**src/rtl/alu_issue_stage.sv**
```systemverilog
// alu_issue_stage: execute-stage wrapper around an external 32-bit ALU.
//   Two-stage valid/ready pipeline: ISS holds the decoded instruction and
//   drives the ALU operands/op; RES captures the ALU result and zero flag
//   and presents them to MEM.
// Ports:
//   clk, rst_n        clock (rising edge), async active-low reset
//   in_*              decoded instruction from ID, in_valid/in_ready handshake
//   alu_a/b/op        ALU operands and op code (op[2]=sub, op[1:0]=and/or/add/slt)
//   alu_z/alu_zero    combinational ALU return
//   out_*             registered result to MEM, out_valid/out_ready handshake
// Optional feature: define ALU_ISSUE_FWD_EN to forward RES -> ALU operands.
module alu_issue_stage #(
  parameter int W  = 32,
  parameter int RW = 5
) (
  input  logic          clk,
  input  logic          rst_n,
  input  logic          in_valid,
  output logic          in_ready,
  input  logic [5:0]    in_opcode,
  input  logic [5:0]    in_funct,
  input  logic [RW-1:0] in_rs,
  input  logic [RW-1:0] in_rt,
  input  logic [RW-1:0] in_rd,
  input  logic [W-1:0]  in_rs_val,
  input  logic [W-1:0]  in_rt_val,
  input  logic [15:0]   in_imm,
  output logic [W-1:0]  alu_a,
  output logic [W-1:0]  alu_b,
  output logic [2:0]    alu_op,
  input  logic [W-1:0]  alu_z,
  input  logic          alu_zero,
  output logic          out_valid,
  input  logic          out_ready,
  output logic [W-1:0]  out_result,
  output logic          out_zero,
  output logic [RW-1:0] out_dest,
  output logic          out_illegal
);

  // ISS stage
  logic          r_iss_valid;
  logic [W-1:0]  r_iss_a;
  logic [W-1:0]  r_iss_b;
  logic [2:0]    r_iss_op;
  logic [RW-1:0] r_iss_dest;
  logic          r_iss_ill;
  // RES stage
  logic          r_out_valid;
  logic [W-1:0]  r_out_result;
  logic          r_out_zero;
  logic [RW-1:0] r_out_dest;
  logic          r_out_ill;

  logic w_res_adv, w_iss_adv, w_accept;
  assign w_res_adv = !r_out_valid || out_ready;
  assign w_iss_adv = r_iss_valid && w_res_adv;
  assign in_ready  = !r_iss_valid || w_res_adv;
  assign w_accept  = in_valid && in_ready;

  // Decode
  logic [2:0]    w_op;
  logic [W-1:0]  w_b;
  logic [RW-1:0] w_dest;
  logic          w_ill;
  logic          w_use_rt;  // B operand is a register value (forwardable)
  logic [W-1:0]  w_sext, w_zext;
  assign w_sext = {{(W-16){in_imm[15]}}, in_imm};
  assign w_zext = {{(W-16){1'b0}}, in_imm};

  always_comb begin
    w_op     = 3'b010;
    w_b      = in_rt_val;
    w_dest   = '0;
    w_ill    = 1'b0;
    w_use_rt = 1'b0;
    case (in_opcode)
      6'h00: begin
        w_dest   = in_rd;
        w_use_rt = 1'b1;
        case (in_funct)
          6'h20:   w_op = 3'b010;
          6'h22:   w_op = 3'b110;
          6'h24:   w_op = 3'b000;
          6'h25:   w_op = 3'b001;
          6'h2A:   w_op = 3'b111;
          default: begin
            w_ill    = 1'b1;
            w_dest   = '0;
            w_use_rt = 1'b0;
          end
        endcase
      end
      6'h08: begin w_op = 3'b010; w_b = w_sext; w_dest = in_rt; end
      6'h0A: begin w_op = 3'b111; w_b = w_sext; w_dest = in_rt; end
      6'h0C: begin w_op = 3'b000; w_b = w_zext; w_dest = in_rt; end
      6'h0D: begin w_op = 3'b001; w_b = w_zext; w_dest = in_rt; end
      6'h23: begin w_op = 3'b010; w_b = w_sext; w_dest = in_rt; end
      6'h2B: begin w_op = 3'b010; w_b = w_sext; end
      6'h04: begin w_op = 3'b110; w_use_rt = 1'b1; end
      default: w_ill = 1'b1;
    endcase
  end

  always_ff @(posedge clk or negedge rst_n) begin
    if (!rst_n) begin
      r_iss_valid <= 1'b0;
      r_iss_a     <= '0;
      r_iss_b     <= '0;
      r_iss_op    <= 3'b000;
      r_iss_dest  <= '0;
      r_iss_ill   <= 1'b0;
    end else if (w_accept) begin
      r_iss_valid <= 1'b1;
      r_iss_a     <= in_rs_val;
      r_iss_b     <= w_b;
      r_iss_op    <= w_op;
      r_iss_dest  <= w_dest;
      r_iss_ill   <= w_ill;
    end else if (w_iss_adv) begin
      r_iss_valid <= 1'b0;
    end
  end

  always_ff @(posedge clk or negedge rst_n) begin
    if (!rst_n) begin
      r_out_valid  <= 1'b0;
      r_out_result <= '0;
      r_out_zero   <= 1'b0;
      r_out_dest   <= '0;
      r_out_ill    <= 1'b0;
    end else if (w_iss_adv) begin
      r_out_valid  <= 1'b1;
      r_out_result <= alu_z;
      r_out_zero   <= alu_zero;
      r_out_dest   <= r_iss_dest;
      r_out_ill    <= r_iss_ill;
    end else if (r_out_valid && out_ready) begin
      r_out_valid  <= 1'b0;
    end
  end

`ifdef ALU_ISSUE_FWD_EN
  // Source register numbers kept alongside ISS for the RES -> ALU bypass.
  logic [RW-1:0] r_iss_rs, r_iss_rt;
  logic          r_iss_use_rt;
  always_ff @(posedge clk or negedge rst_n) begin
    if (!rst_n) begin
      r_iss_rs     <= '0;
      r_iss_rt     <= '0;
      r_iss_use_rt <= 1'b0;
    end else if (w_accept) begin
      r_iss_rs     <= in_rs;
      r_iss_rt     <= in_rt;
      r_iss_use_rt <= w_use_rt;
    end
  end

  logic w_fwd_a, w_fwd_b;
  assign w_fwd_a = r_out_valid && (r_out_dest != '0) && (r_iss_rs == r_out_dest);
  assign w_fwd_b = r_out_valid && (r_out_dest != '0) && r_iss_use_rt &&
                   (r_iss_rt == r_out_dest);
  assign alu_a = w_fwd_a ? r_out_result : r_iss_a;
  assign alu_b = w_fwd_b ? r_out_result : r_iss_b;
`else
  // ID resolves hazards; register numbers only matter for dest selection.
  logic w_unused_fwd;
  assign w_unused_fwd = ^{in_rs, w_use_rt};
  assign alu_a = r_iss_a;
  assign alu_b = r_iss_b;
`endif

  assign alu_op      = r_iss_op;
  assign out_valid   = r_out_valid;
  assign out_result  = r_out_result;
  assign out_zero    = r_out_zero;
  assign out_dest    = r_out_dest;
  assign out_illegal = r_out_ill;

endmodule

```
**config.mk**
```make
export PLATFORM = sky130hd
export DESIGN_NAME = alu_issue_stage
export DESIGN_NICKNAME = d
export VERILOG_FILES = /design/src/rtl/alu_issue_stage.sv
export SDC_FILE = /design/constraint.sdc
export NUM_CORES = 1
export LEC_CHECK = 0
export ABC_AREA = 1
export BUFFER_PORTS_ARGS = -buffer_cell sky130_fd_sc_hd__buf_2
export CAP_MARGIN = 25
export CORE_MARGIN = 2
export CORE_UTILIZATION = 35
export CTS_CLUSTER_DIAMETER = 120
export DETAILED_ROUTE_END_ITERATION = 6
export PLACE_DENSITY_LB_ADDON = 0.05
export SLEW_MARGIN = 20
export SYNTH_ARGS = -nofsm -noshare
export SYNTH_HDL_FRONTEND = slang
export SYNTH_SLANG_ARGS = --single-unit
```
**constraint.sdc**
```tcl
create_clock -name clk -period 1.55 [get_ports clk]
set_input_delay 0.155 -clock clk [delete_from_list [all_inputs] [get_ports clk]]
set_output_delay 0.155 -clock clk [all_outputs]
set_load 0.01 [all_outputs]
```
Word level (Yosys, flattened, before mapping)
Cells that the tools add are included.
{"block": "totals", "word_cells": 49, "out_inout_bits": 108, "reg_bits": 114, "in_bits": 144}
{"block": "op_classes", "reduce_logical": 15, "eq_ne": 12, "mux": 11}
{"cell": "$pmux 32 s2", "n": 1}
{"cell": "$eq 6x6->1 const B", "n": 7}
{"cell": "$eq 6x4->1 const B", "n": 4}
{"cell": "$pmux 3 s5", "n": 1}
{"cell": "$pmux 3 s4", "n": 1}
{"cell": "$pmux 5 s2", "n": 1}
{"cell": "$reduce_or 5->1", "n": 2}
{"cell": "$reduce_or 7->1", "n": 1}
{"cell": "$eq 6x3->1 const B", "n": 1}
{"cell": "$logic_not 6->1", "n": 1}
{"cell": "$mux 1", "n": 5}
{"cell": "$mux 5", "n": 1}
{"cell": "$reduce_bool 2->1", "n": 2}
{"cell": "$reduce_or 4->1", "n": 1}
{"cell": "$logic_and 1x1->1", "n": 3}
{"cell": "$logic_not 1->1", "n": 2}
{"cell": "$logic_or 1x1->1", "n": 2}
{"cell": "$pmux 1 s2", "n": 1}
{"cell": "$reduce_or 2->1", "n": 1}

Depth between registers and ports, before layout
Gate-level depths: netlist of the first run.
{"block": "depth", "ltp_word": 5, "depth_mapped": 8, "ltp_nobuf": 8}

Least setup slack after synthesis of the first run
OpenSTA, ideal clock, no wires.
{"block": "synth_path", "path_type": "register -> register", "from": "register r_out_valid (netlist: out_valid)", "to": "register r_iss_b[22] (netlist: alu_b[22])", "synth_period_minus_slack_ns": 1.294, "required_time_ns": 1.430, "n_path_buf": 2, "setup_ns": 0.120, "stages_incl_launch_ff": 8, "t_arrival_ns": 1.175, "slack_ns": 0.256, "cell_sequence": "dfrtp_1 nand3_2 nand2_2 inv_2 buf_2 buf_2 nor2_1 a21oi_2"}
{"block": "synth_between", "elab_chain_len": 4}
{"item": "start: declaration", "line_no": "49", "source": "logic r_out_valid;"}
{"item": "start signal: assignment", "line_no": "127", "source": "r_out_valid <= 1'b0;"}
{"item": "start signal: assignment", "line_no": "133", "source": "r_out_valid <= 1'b1;"}
{"item": "start signal: assignment", "line_no": "139", "source": "r_out_valid <= 1'b0;"}
{"item": "$logic_not 1->1", "line_no": "56", "source": "assign w_res_adv = !r_out_valid || out_ready;"}
{"item": "$logic_or 1x1->1", "line_no": "56"}
{"item": "$logic_or 1x1->1", "line_no": "58", "source": "assign in_ready = !r_iss_valid || w_res_adv;"}
{"item": "named net in_ready", "line_no": "19", "source": "output logic in_ready,"}
{"item": "$logic_and 1x1->1", "line_no": "59", "source": "assign w_accept = in_valid && in_ready;"}
{"item": "end signal: assignment", "line_no": "116", "source": "r_iss_b <= w_b;"}
{"item": "end: declaration", "line_no": "44", "source": "logic [W-1:0] r_iss_b;"}
The timed path passes the listed nets, and every way through them passes these cells.
A chain may end at the register's enable or synchronous reset.

Final worst setup path of the first run
{"block": "layout_path", "from": "register r_out_valid (netlist: out_valid)", "to": "register r_iss_b[9] (netlist: alu_b[9])"}
{"block": "layout_between", "elab_chain_len": 4}
{"item": "$logic_not 1->1", "line_no": "56"}
{"item": "$logic_or 1x1->1", "line_no": "56"}
{"item": "$logic_or 1x1->1", "line_no": "58"}
{"item": "$logic_and 1x1->1", "line_no": "59"}
Every way passes these cells.

==> results.json, run 1 <==
{
  "crit_family": "buffers and inverters",
  "io_buffers": 246,
  "io_pins": 252,
  "initial_core_util": 0.3610,
  "ys_ff_latch": 114,
  "max_freq_ghz": 0.7247,
  "crit_path_max_incr_delay_ps": 400,
  "syn_to_final_growth_pct": 64.09,
  "stdcell_count": 1040,
  "cts-buffers-inserted": 17,
  "grtUsageTotal": 0.1998,
  "worstReg2RegStart": "out_valid",
  "synth.distinct_cells": 23,
  "grt_max_degree": 43,
  "drc": 0,
  "holdPathStages": 3,
  "worstSetupStartpointType": "flop",
  "dieHeight_um": 121.3,
  "grt_overflow": 0,
  "synth_top_flop_cell": "dfrtp_1",
  "fin_skew_ps": 4.821,
  "synth_area_um2": 4818,
  "holdWs_ps": 28.04,
  "grt_pass1_wl_um": 22710,
  "critical_path.slowest_cell": "dfrtp_1",
  "antenna_found_initial": 0,
  "syn_nets": 641,
  "placed_cells": 910,
  "p_leak_uw": 0.004101,
  "worstSetupPathType": "flop to flop",
  "p_total_uw": 10300,
  "synth_top_cell_area_share": 0.5921,
  "routabilityCongestion": 0.8063,
  "drtIter0Drc": 202,
  "core_um2": 13350,
  "rows": 42,
  "drive_gt1_frac": 0.4039,
  "report.final.slew_viol_count": 0,
  "avgRoutedWirePerCell_um": 13.82,
  "cts_tree": "yes",
  "slew_headroom": 0.7023,
  "hp-class": "primary input to flop",
  "root_buffer": "clkbuf_16",
  "worstHoldStart": "in_imm[2]",
  "rr_endpoint": "alu_b[9]",
  "viasPerCell": 4.541,
  "path_buf_inv": 2,
  "cp-end-kind": "flop",
  "dieWidth_um": 121.3,
  "tightest_slew_ps": 446.6,
  "clk_path_buf_depth": 2,
  "synth_edf_count": 0,
  "vias": 4723,
  "r2r_cells": 6,
  "synth_largest_area_cell": "dfrtp_1",
  "rsz0062_at_grt": "no",
  "synth_area_leaders": "dfrtp_1 (59%), nand2_1 (12%), mux2_2 (9.1%)",
  "synth_seq_area_share": 0.5921,
  "first_pass_iters": 4,
  "final_hold_viol_count": 0,
  "synth_most_common_cell": "nand2_1",
  "vdd_drop_max_v": 0.0006114,
  "ys_warn_count": 0,
  "maxCapViolations": 0,
  "n_antenna_cell": 0,
  "path_max_fanout": 42,
  "pwr_density_cell_nw_per_um2": 1303,
  "clkLatencyLatePin_ps": 410,
  "dpl.hpwl_um": 9963,
  "arrival_ps": 1710,
  "clock_sinks": 114,
  "final_net_count": 995,
  "finalWirelength_um": 14370,
  "htreeDepth": 4,
  "required_ps": 1880,
  "setup_viol": 0,
  "synthTopCellsByCount": "nand2_1 (151), dfrtp_1 (114), nor2_1 (63)",
  "status": "finished, final reports clean",
  "period_minus_slack_ps": 1380,
  "syn_avg_cell_area_um2": 9.695,
  "async_reset_ff_frac": 1.000,
  "grt_pass1_vias": 4778,
  "clk_pin_slew_ps": 50,
  "hold_path_end": "alu_b[2]",
  "synth_cells": 497,
  "setup_tns_ps": 0,
  "r2r_slack_ps": 170,
  "drtAntennaViolNets": 0,
  "worstPathCellList": "nand3_2, nand2_2, inv_2, buf_12, nor2_1, a21oi_1",
  "period_share": 0.8903,
  "hold_buffers": 98,
  "cts.repair.resized": 0,
  "die_area_um2": 14720,
  "cts_setup_buffers": 0
}
==> power by group <==
group	switching [uW]	internal, uW	total [uW]	leakage, uW
clock network	1370	2770	4140	0.000301
logic	1180	1150	2330	0.00247
registers	280	3560	3840	0.00133
total	2830	7480	10300	0.00410
==> sequential cells by signal, indices dropped and copies added (netlist names) <==
signal,flops
out_illegal,1
r_iss_dest,5
out_dest,5
r_iss_ill,1
out_result,32
out_zero,1
alu_op,3
out_valid,1
r_iss_valid,1
alu_a,32
alu_b,32
==> per-stage QoR <==
stage / area (um2) / setup slack, ps / util
after floorplan: 4818 / 255.6 / -
after global placement: 6290 / 206.1 / 0.4712
after CTS: 7906 / 160.7 / 0.5923
final: 7906 / 170.1 / 0.5923
after detailed placement: 6290 / 151.0 / 0.4712
after global routing: 7906 / 12.52 / 0.5923
==> layout make-up <==
cell class | instances | area [um2]
flip-flops and latches | 114 | 2853
multi-input cells | 340 | 1750
fillers | 1161 | 5441
clock inverters | 13 | 182.7
inverters | 20 | 77.57
clock buffers | 19 | 452.9
repair buffers | 358 | 2370
well taps | 176 | 220.2
==> worst max-delay path by stage <==
| stage | start | end | slack, ps | cells after the start |
|---|---|---|---|---|
| 2_1_floorplan | out_valid | alu_b[22] | 260 | 7 |
| 3_3_place_gp | in_opcode[3] | alu_b[4] | 210 | 8 |
| 3_5_place_dp | in_opcode[3] | alu_b[13] | 150 | 8 |
| 4_1_cts | out_valid | alu_b[9] | 160 | 6 |
| 5_1_grt | out_valid | alu_b[12] | 10 | 6 |
| 6_report | out_valid | alu_b[9] | 170 | 6 |
==> worst register-to-register path: stages (launching register included) <==
cell	delay [ps]
dfrtp_1	400
nand3_2	110
nand2_2	70
inv_2	240
buf_12	260
nor2_1	90
a21oi_1	130
==> per-layer routing <==
metal | vias up | wire length [um] | global-route usage
met5 | - | 0 | 0
met4 | 0 | 344 | 0.09052
met3 | 31 | 1134 | 0.06156
met2 | 193 | 7051 | 0.3357
met1 | 2185 | 5841 | 0.2344
li1 | 2314 | - | -
==> cell usage in the layout, fill, tap and decap left out, drive strengths merged <==
| cell type | Yosys | final |
|---|---|---|
| nand3 | 17 | 17 |
| nor2 | 65 | 65 |
| inv | 20 | 21 |
| clkinv | 0 | 4 |
| dfrtp | 114 | 114 |
| clkinvlp | 0 | 4 |
| dlygate4sd3 | 0 | 98 |
| o21ai | 1 | 1 |
| nand2 | 153 | 153 |
| clkbuf | 1 | 19 |
| mux2 | 39 | 39 |
| bufinv | 0 | 4 |
| buf | 22 | 260 |
| a31oi | 1 | 1 |
| nand3b | 1 | 1 |
| a21oi | 63 | 63 |
==> logic make-up after synthesis <==
| kind of cell | count (synthesis) | synth area share |
|---|---|---|
| simple gates | 236 | 0.1989 |
| flops | 114 | 0.5921 |
| compound gates | 65 | 0.07323 |
| buf+inv | 43 | 0.04466 |
| mux | 39 | 0.09114 |
No activity file was read; power rests on OpenSTA's default activity.
==> run 2, diff against run 1 <==
Settings changed: CAP_MARGIN 25 to 20, REMOVE_ABC_BUFFERS set to 1.
==> results.json, run 2 (synthesis gave the netlist of run 1 again) <==
{
  "routabilityCongestion": 0.8169,
  "worstSetupStartpointType": "flop",
  "clk_path_buf_depth": 2,
  "maxCapViolations": 0,
  "drtAntennaViolNets": 0,
  "viasPerCell": 4.510,
  "layout_common_cells": "buf_2 (245), nand2_1 (151), dfrtp_1 (114)",
  "vias": 4663,
  "arrival_ps": 1670,
  "p_int_uw": 7534,
  "required_ps": 1880,
  "drive_gt1_frac": 0.4009,
  "rsz0062_at_grt": "no",
  "r2r_cells": 5,
  "drtIter0Drc": 181,
  "p_seq_frac": 0.373,
  "setup_viol": 0,
  "tightest_slew_ps": 506.6,
  "p_total_uw": 10280,
  "n_antenna_cell": 0,
  "cts-buffers-inserted": 17,
  "syn_to_final_growth_pct": 63.52,
  "grt_overflow": 0,
  "io_buffers": 246,
  "worstSetupPathType": "flop to flop",
  "cp-end-kind": "flop",
  "first_pass_iters": 4,
  "combinationalPowerShare": 0.225,
  "dieWidth_um": 121.3,
  "path_max_fanout": 36,
  "mostFrequentLayoutCell": "buf_2",
  "dpl.hpwl_um": 9715,
  "finalWirelength_um": 14100,
  "status": "finished, final reports clean",
  "cts_tree": "yes",
  "die_area_um2": 14720,
  "drc": 0,
  "report.final.slew_viol_count": 0,
  "clock_sinks": 114,
  "fin_skew_ps": 5.372,
  "slew_headroom": 0.6615,
  "clkLatencyLatePin_ps": 410,
  "max_freq_ghz": 0.7460,
  "hp-class": "primary input to flop",
  "period_share": 0.8648,
  "avgRoutedWirePerCell_um": 13.63,
  "power.switching_uw": 2741,
  "grtUsageTotal": 0.1947,
  "htreeDepth": 4,
  "initial_core_util": 0.3610,
  "grt_pass1_wl_um": 22250,
  "vdd_drop_max_v": 0.0006927,
  "core_um2": 13350,
  "grt_max_degree": 57,
  "worstHoldStart": "in_imm[6]",
  "clk_pin_slew_ps": 50,
  "pwr_density_cell_nw_per_um2": 1304,
  "grt_pass1_vias": 4646,
  "period_minus_slack_ps": 1340,
  "cts_setup_buffers": 0,
  "antenna_found_initial": 0,
  "worstReg2RegStart": "out_valid",
  "clkPwrFrac": 0.402,
  "p_leak_uw": 0.004090,
  "utilization": 0.5903,
  "pre_cts_slack_ps": 161.9,
  "setup_tns_ps": 0,
  "final_hold_viol_count": 0,
  "final_net_count": 990,
  "dieHeight_um": 121.3,
  "rows": 42,
  "root_buffer": "clkbuf_16",
  "worst_slack_ps": 209.6,
  "switching_share": 0.2667,
  "io_pins": 252,
  "holdPathStages": 3,
  "crit_start": "out_valid"
}
run 2: cell count changes in the layout (fill, tap and decap cells not counted), sizes merged:
cell	change
buf	-4
clkbuf	+2
inv	-1
dlygate4sd3	-1
clkinvlp	-2
run 2: repair_timing:
| item | 4_1_cts | 5_1_grt |
|---|---|---|
| hold buffers | 97 | 0 |
| hold endpoints to repair | 210 | 0 |
| gates resized for setup | 0 | 0 |
run 2: final cells by class:
class / count / area [um2]
fill: 1161 / 5469
sequential: 114 / 2853
timing repair buffer: 353 / 2342
multi-input combinational: 340 / 1750
clock buffer: 21 / 480.5
tap: 176 / 220.2
clock inverter: 10 / 155.1
inverter: 20 / 77.57
run 2: layer usage:
metal  share of wire  GRT usage
met5               0          0
met3           0.082    0.06485
met4           0.012    0.06825
met2            0.50     0.3413
met1            0.40     0.2212
run 2: power groups by stage:
| stage | combinational (uW) | sequential (uW) | clock, uW |
|---|---|---|---|
| floorplan | 780 | 4150 | 0 |
| finish | 2310 | 3830 | 4130 |
| detailed placement | 2160 | 3870 | 0 |
| global placement | 2120 | 3850 | 0 |
| CTS | 2350 | 3830 | 4220 |
| global route | 2550 | 3900 | 4370 |
run 2: stage by stage:
stage | hold slack (ps) | instance area, um2 | std cells
2_1_floorplan | -140.6 | 4681 | 474
3_3_place_gp | -17.71 | 6272 | 906
3_5_place_dp | -18.15 | 6272 | 906
4_1_cts | 0.1467 | 7879 | 1034
5_1_grt | 16.08 | 7879 | 1034
6_report | 21.62 | 7879 | 1034
run 2: path summary, 6_finish.rpt:
kind                             endpoint  slack (ps)
setup / recovery                alu_b[12]         210
hold / removal                   alu_b[6]          20
setup reg to reg                alu_b[12]         210
hold reg to reg                 alu_a[10]         480
max in group asynchronous  out_result[23]         890
min in group asynchronous  out_result[18]         120
run 2: critical path, stage by stage (launching register included):
cell and delay (ps):
dfrtp_1 380, nand3_2 110, nand2_2 130, buf_4 380, a21oi_1 90, a21oi_1 150
